### src/rtl/bias_bank_buffer_if.sv
`default_nettype none
// +----------------------------------------------------------------------------+
// | Module   : bias_bank_buffer_if                                             |
// | Purpose  : Bundles the bias load stream, swap control, status flags and    |
// |            active-bank read-out of bias_bank_buffer.                       |
// | Signals  : load_start, in_valid, in_data, in_ready  - serial bias load     |
// |            load_done, load_count                    - load progress        |
// |            swap, active_valid, err_overflow         - commit / status      |
// |            bias_flat, rd_idx, rd_data               - active bank read-out |
// | Modports : master (producer / consumer side), slave (the buffer)           |
// | Revision : 1.0 - initial release                                           |
// +----------------------------------------------------------------------------+
interface bias_bank_buffer_if #(
  parameter int NUM_CH = 64,
  parameter int BIAS_W = 16,
  parameter int OUT_W  = 16,
  parameter int IDX_W  = $clog2(NUM_CH)
) ();
  logic                    load_start;
  logic                    in_valid;
  logic [BIAS_W-1:0]       in_data;
  logic                    in_ready;
  logic                    load_done;
  logic [IDX_W:0]          load_count;
  logic                    swap;
  logic                    active_valid;
  logic                    err_overflow;
  logic [NUM_CH*OUT_W-1:0] bias_flat;
  logic [IDX_W-1:0]        rd_idx;
  logic [OUT_W-1:0]        rd_data;

  modport master (
    output load_start, in_valid, in_data, swap, rd_idx,
    input  in_ready, load_done, load_count, active_valid, err_overflow,
           bias_flat, rd_data
  );

  modport slave (
    input  load_start, in_valid, in_data, swap, rd_idx,
    output in_ready, load_done, load_count, active_valid, err_overflow,
           bias_flat, rd_data
  );
endinterface
`default_nettype wire

### src/rtl/bias_bank_buffer.sv
`default_nettype none
// +----------------------------------------------------------------------------+
// | Module   : bias_bank_buffer                                                |
// | Purpose  : Double-buffered bias store. Biases stream serially into a       |
// |            shadow bank; a swap commits it to the active bank that drives   |
// |            the compute array, so the next layer can load meanwhile.        |
// | Ports    : clk      - clock, rising edge                                   |
// |            bias_rst - asynchronous active-high reset                       |
// |            bus      - bias_bank_buffer_if.slave (load stream, swap,        |
// |                       status flags, flat bus and indexed read port)        |
// | Revision : 1.0 - initial release                                           |
// +----------------------------------------------------------------------------+
module bias_bank_buffer #(
  parameter int NUM_CH = 64,
  parameter int BIAS_W = 16,
  parameter int OUT_W  = 16,
  parameter int IDX_W  = $clog2(NUM_CH)
) (
  input logic               clk,
  input logic               bias_rst,
  bias_bank_buffer_if.slave bus
);

  typedef enum logic [1:0] {
    S_IDLE = 2'd0,
    S_LOAD = 2'd1,
    S_FULL = 2'd2
  } state_t;

  localparam logic [IDX_W:0] C_LAST   = (IDX_W+1)'(NUM_CH - 1);
  localparam logic [IDX_W:0] C_NUM_CH = (IDX_W+1)'(NUM_CH);

  state_t              r_state;
  state_t              w_state_nxt;
  logic                w_accept;
  logic                w_commit;
  logic                w_restart;
  logic                w_err_set;

  logic [BIAS_W-1:0]   r_shadow [NUM_CH];
  logic [BIAS_W-1:0]   r_active [NUM_CH];
  logic [IDX_W:0]      r_load_count;
  logic                r_in_ready;
  logic                r_load_done;
  logic                r_active_valid;
  logic                r_err_overflow;
  logic [OUT_W-1:0]    r_rd_data;
  logic [BIAS_W-1:0]   w_rd_src;

  function automatic logic [OUT_W-1:0] sext(input logic [BIAS_W-1:0] b);
    return OUT_W'($signed(b));
  endfunction

  // Next-state / control decode
  always_comb begin
    w_state_nxt = r_state;
    w_accept    = 1'b0;
    w_commit    = 1'b0;
    w_restart   = 1'b0;
    w_err_set   = 1'b0;
    case (r_state)
      S_IDLE: begin
        if (bus.load_start) begin
          w_restart   = 1'b1;
          w_state_nxt = S_LOAD;
        end
        if (bus.in_valid) w_err_set = 1'b1;
      end
      S_LOAD: begin
        // A restart takes priority: the beat offered alongside it is dropped.
        if (bus.load_start) begin
          w_restart = 1'b1;
        end else if (bus.in_valid && r_in_ready) begin
          w_accept = 1'b1;
          if (r_load_count == C_LAST) w_state_nxt = S_FULL;
        end
      end
      S_FULL: begin
        // Commit is evaluated before a same-cycle restart so the set is not lost.
        if (bus.swap) begin
          w_commit    = 1'b1;
          w_state_nxt = S_IDLE;
        end
        if (bus.load_start) begin
          w_restart   = 1'b1;
          w_state_nxt = S_LOAD;
        end
        if (bus.in_valid) w_err_set = 1'b1;
      end
      default: w_state_nxt = S_IDLE;
    endcase
  end

  // State register and state-derived flags
  always_ff @(posedge clk or posedge bias_rst) begin
    if (bias_rst) begin
      r_state     <= S_IDLE;
      r_in_ready  <= 1'b0;
      r_load_done <= 1'b0;
    end else begin
      r_state     <= w_state_nxt;
      r_in_ready  <= (w_state_nxt == S_LOAD);
      r_load_done <= (w_state_nxt == S_FULL);
    end
  end

  // Read source; during a commit the shadow bank is read so rd_data
  // shows the new set in the same cycle bias_flat does.
  always_comb begin
    w_rd_src = '0;
    if ({1'b0, bus.rd_idx} < C_NUM_CH) begin
      w_rd_src = w_commit ? r_shadow[bus.rd_idx] : r_active[bus.rd_idx];
    end
  end

  // Banks, counters and status
  always_ff @(posedge clk or posedge bias_rst) begin
    if (bias_rst) begin
      for (int k = 0; k < NUM_CH; k++) begin
        r_shadow[k] <= '0;
        r_active[k] <= '0;
      end
      r_load_count   <= '0;
      r_active_valid <= 1'b0;
      r_err_overflow <= 1'b0;
      r_rd_data      <= '0;
    end else begin
      if (w_accept) begin
        r_shadow[r_load_count[IDX_W-1:0]] <= bus.in_data;
        r_load_count                      <= r_load_count + 1'b1;
      end else if (w_restart) begin
        r_load_count <= '0;
      end
      if (w_commit) begin
        r_active       <= r_shadow;
        r_active_valid <= 1'b1;
      end
      if (w_err_set) begin
        r_err_overflow <= 1'b1;
      end else if (w_restart) begin
        r_err_overflow <= 1'b0;
      end
      r_rd_data <= sext(w_rd_src);
    end
  end

  for (genvar k = 0; k < NUM_CH; k++) begin : g_flat
    assign bus.bias_flat[k*OUT_W +: OUT_W] = sext(r_active[k]);
  end

  assign bus.in_ready     = r_in_ready;
  assign bus.load_done    = r_load_done;
  assign bus.load_count   = r_load_count;
  assign bus.active_valid = r_active_valid;
  assign bus.err_overflow = r_err_overflow;
  assign bus.rd_data      = r_rd_data;

endmodule
`default_nettype wire

### src/flat_wrapper.sv
// flat-port wrapper written by rule: the top's interface ports become plain ports
module bias_bank_buffer_flat 
#(
  parameter int NUM_CH = 64,
  parameter int BIAS_W = 16,
  parameter int OUT_W  = 16,
  parameter int IDX_W  = $clog2(NUM_CH)
)
  (clk, bias_rst, bus_load_start, bus_in_valid, bus_in_data, bus_swap, bus_rd_idx, bus_in_ready, bus_load_done, bus_load_count, bus_active_valid, bus_err_overflow, bus_bias_flat, bus_rd_data);
  bias_bank_buffer_if #(.NUM_CH(NUM_CH), .BIAS_W(BIAS_W), .OUT_W(OUT_W), .IDX_W(IDX_W)) bus_i ();
  input logic clk;
  input logic bias_rst;
  input wire logic [$bits(bus_i.load_start)-1:0] bus_load_start;
  input wire logic [$bits(bus_i.in_valid)-1:0] bus_in_valid;
  input wire logic [$bits(bus_i.in_data)-1:0] bus_in_data;
  input wire logic [$bits(bus_i.swap)-1:0] bus_swap;
  input wire logic [$bits(bus_i.rd_idx)-1:0] bus_rd_idx;
  output wire logic [$bits(bus_i.in_ready)-1:0] bus_in_ready;
  output wire logic [$bits(bus_i.load_done)-1:0] bus_load_done;
  output wire logic [$bits(bus_i.load_count)-1:0] bus_load_count;
  output wire logic [$bits(bus_i.active_valid)-1:0] bus_active_valid;
  output wire logic [$bits(bus_i.err_overflow)-1:0] bus_err_overflow;
  output wire logic [$bits(bus_i.bias_flat)-1:0] bus_bias_flat;
  output wire logic [$bits(bus_i.rd_data)-1:0] bus_rd_data;
  assign bus_i.load_start = bus_load_start;
  assign bus_i.in_valid = bus_in_valid;
  assign bus_i.in_data = bus_in_data;
  assign bus_i.swap = bus_swap;
  assign bus_i.rd_idx = bus_rd_idx;
  assign bus_in_ready = bus_i.in_ready;
  assign bus_load_done = bus_i.load_done;
  assign bus_load_count = bus_i.load_count;
  assign bus_active_valid = bus_i.active_valid;
  assign bus_err_overflow = bus_i.err_overflow;
  assign bus_bias_flat = bus_i.bias_flat;
  assign bus_rd_data = bus_i.rd_data;
  bias_bank_buffer #(.NUM_CH(NUM_CH), .BIAS_W(BIAS_W), .OUT_W(OUT_W), .IDX_W(IDX_W)) u_core (.clk(clk), .bias_rst(bias_rst), .bus(bus_i));
endmodule
### config.mk
export PLATFORM = sky130hd
export DESIGN_NAME = bias_bank_buffer_flat
export DESIGN_NICKNAME = d
export VERILOG_FILES = /design/src/rtl/bias_bank_buffer_if.sv /design/src/rtl/bias_bank_buffer.sv /design/src/flat_wrapper.sv
export SDC_FILE = /design/constraint.sdc
export NUM_CORES = 2
export LEC_CHECK = 0
export BUFFER_PORTS_ARGS = -buffer_cell sky130_fd_sc_hd__buf_2
export CAP_MARGIN = 20
export CORE_AREA = 5 5 415 417
export DETAILED_ROUTE_END_ITERATION = 6
export DIE_AREA = 0 0 420 422
export PLACE_DENSITY = 0.86
export SYNTH_ARGS = -nofsm -noshare
export SYNTH_HDL_FRONTEND = slang
export SYNTH_SLANG_ARGS = --single-unit
### constraint.sdc
create_clock -name clk -period 106.8 [get_ports clk]
set_input_delay 5.34 -clock clk [delete_from_list [all_inputs] [get_ports clk]]
set_output_delay 5.34 -clock clk [all_outputs]
set_load 0.02 [all_outputs]
==> results.py <==
metrics = {
    "sta": {
        "skew_ns": 0.0409,
        "worst_slew_pin_slew_ns": 1.39,
        "hold_viol": 0,
        "rsz0062_at_grt": "false",
        "min_period_over_period": 0.0957,
        "finalSetupViolCount": 0,
        "tns_ns": 0,
        "slew_violations": 0,
        "fmax_mhz": 97.8,
        "max_slew_margin": 0.0702,
        "fin_crit_ns": 10.22,
    },
    "yosys": {
        "ys_seq_area_frac": 0.555,
        "ys_warn_count": 0,
        "ys_types": 38,
        "synth-seq-cells": 2077,
        "synth_commonest_cells": "nand2_1 (3083), dfrtp_1 (2077), mux2_2 (1056)",
        "synth_edf_count": 0,
        "synthCells": 7631,
        "avgSynthCellArea_sq_um": 12.3,
        "ys.flop_type": "dfrtp_1",
        "yosysTopAreaCellShare": 0.555,
        "async_reset_ff_frac": 1.00,
        "synthesis.area_sq_um": 93600,
        "synth_top_area_cell": "dfrtp_1",
        "synth.most_common_cell": "nand2_1",
        "synth_nets": 7659,
        "ys_top_cells_by_area": "dfrtp_1 (56%), mux4_2 (15%), mux2_2 (13%), nand2_1 (12%), clkbuf_1 (1.6%)",
    },
    "routing": {
        "drc_errors": 1,
        "wl_per_cell_um": 34.6,
        "drt_pass1_iterations": 7,
        "antenna_left": 0,
        "num_vias": 70900,
        "totalWireLength_mm": 374,
        "drtIter0Drc": 10400,
        "viasPerCell": 6.54,
    },
    "layout": {
        "nets": 8473,
        "drive_above_1_share": 0.379,
        "stdcell_count": 10800,
        "fin_area_sq_um": 108000,
        "post-route-util": 0.639,
        "area_growth_syn_to_layout_pct": 14.9,
    },
    "power": {
        "peakVddDrop_mv": 0.0189,
        "p_leak_nw": 57.9,
        "power_w": 0.00165,
        "power_density_nw_per_um2": 15.3,
    },
    "floorplan": {
        "core.rowCount": 151,
        "die-area_sq_um": 177000,
        "initial_core_util": 0.556,
        "die_h_um": 422,
        "io_pins": 1078,
        "die_width_um": 420,
        "coreArea_sq_um": 168000,
    },
    "placement": {
        "dp.cells": 10400,
        "place_area_sq_um": 100000,
        "hpwlAfterDp_mm": 265,
        "io_buffers": 1077,
        "gp_congestion": 1.01,
    },
    "clock_network": {
        "clockBufferDepth": 3,
        "clockRootBuffer": "clkbuf_16",
        "numCtsBuffers": 206,
        "clk_pin_slew_ns": 0.06,
        "cts_resized": 0,
        "cts_hold_buf": 0,
        "post_cts_buffers": 0,
        "cts.sink_count": 2077,
        "htreeDepth": 4,
        "cts_tree": "done",
        "clk_latency_ns": 0.90,
    },
    "critical_path": {
        "path_max_fanout": 72,
        "crit_type": "primary input to flop",
        "worst_setup_path_end_kind": "flop",
        "cp_slowest_cell": "buf_4",
        "cpPeakStageDelay_ns": 0.82,
        "critPathRequiredTime_ns": 107.48,
        "crit_path_cell_trace": "buf_8, buf_4, buf_4, buf_4, buf_4, mux4_2, mux4_2, mux2_2, o22ai_1, a221oi_1",
        "cp-start-kind": "primary input",
        "cp.arrival_ns": 10.91,
        "cpMostUsedCell": "buf_4",
    },
    "grt": {
        "grt_max_degree": 228,
        "antenna_found_initial": 43,
        "overflow": 0,
        "grt_pass1_vias": 69800,
        "grt_pass1_wl_mm": 530,
        "grt_usage": 0.422,
    },
    "status": {
        "status": "finished with violations",
        "violations": "design-rule violations",
    },
    "flow_run": {
        "cap_violations": 0,
    },
    "hold_path": {
        "hold_path_class": "flop to flop",
    },
}
[critical path, delay by kind of cell]
family | cells | cell delay [ns]
AO/OA/AOI/OAI | 2 | 0.21
multiplexers | 3 | 1.51
buffers and inverters | 5 | 3.60
[worst paths after layout]
kind	start	to	slack, ns	depth (start not counted)
setup / recovery	bus_rd_idx[0]	u_core.bus.rd_data[1]	96.58	10
hold / removal	u_core.r_shadow[715]	u_core.bus.bias_flat[315]	0.47	2
setup reg to reg	u_core.r_state[0]	u_core.bus.bias_flat[72]	102.90	6
hold reg to reg	u_core.r_shadow[715]	u_core.bus.bias_flat[315]	0.47	2
max in group asynchronous	bias_rst	u_core.bus.bias_flat[567]	98.05	9
min in group asynchronous	bias_rst	u_core.bus.bias_flat[920]	4.61	2
[sequential cells by signal, summed over array words and instances (netlist names)]
register,cells
u_core.bus.rd_data,16
u_core.r_shadow,1024
u_core.bus.err_overflow,1
u_core.bus.active_valid,1
u_core.bus.bias_flat,1024
u_core.bus.load_done,1
u_core.bus.in_ready,1
u_core.r_state,2
u_core.bus.load_count,7
[layout make-up]
type	count	area (sq um)
fill	11900	60800
sequential	2077	52000
multi-input combinational	4970	39200
timing repair buffer	1184	6620
clock buffer	296	5980
tap	2218	2780
clock inverter	68	900
antenna	13	32.5
inverter	6	30.0
[layout by cell type (no fill, tap or decap), types with 16 or more instances in the layout]
cell type / instances
a221oi_1: 16
buf_2: 1061
buf_4: 95
clkbuf_1: 45
clkbuf_16: 209
clkbuf_8: 42
clkinv_2: 34
dfrtp_1: 2077
mux2_2: 1056
mux2i_1: 32
mux4_2: 640
nand2_1: 3083
nand2_2: 30
nor2_1: 21
nor2_2: 17
o22ai_1: 18
[cells by family after synthesis]
family,synth area share
compound gates,0.00381
fa+ha+maj,0.000134
buf+inv,0.0260
flops,0.555
mux,0.284
simple gates,0.130
[layer usage]
metal / vias to the layer above / global-route usage / share of wire
met5: - / 0 / 0.00048
met4: 28 / 0.350 / 0.11
met3: 1227 / 0.163 / 0.14
met2: 5421 / 0.608 / 0.44
met1: 36600 / 0.501 / 0.31
li1: 27600 / - / -
[where the power goes]
group / switching (W) / internal (W)
clock network: 0.000324 / 0.000421
logic: 0.0000513 / 0.0000328
registers: 0.0000155 / 0.000802
total: 0.000391 / 0.00126
[stage by stage]
step / worst slack [ns] / hold slack [ns]
after floorplan: 42.79 / 0.450
after global placement: 95.21 / 0.447
after detailed placement: 95.19 / 0.448
after CTS: 96.09 / 0.471
after global routing: 96.03 / 0.500
final: 96.58 / 0.473
Power figures use the tool's default switching activity.
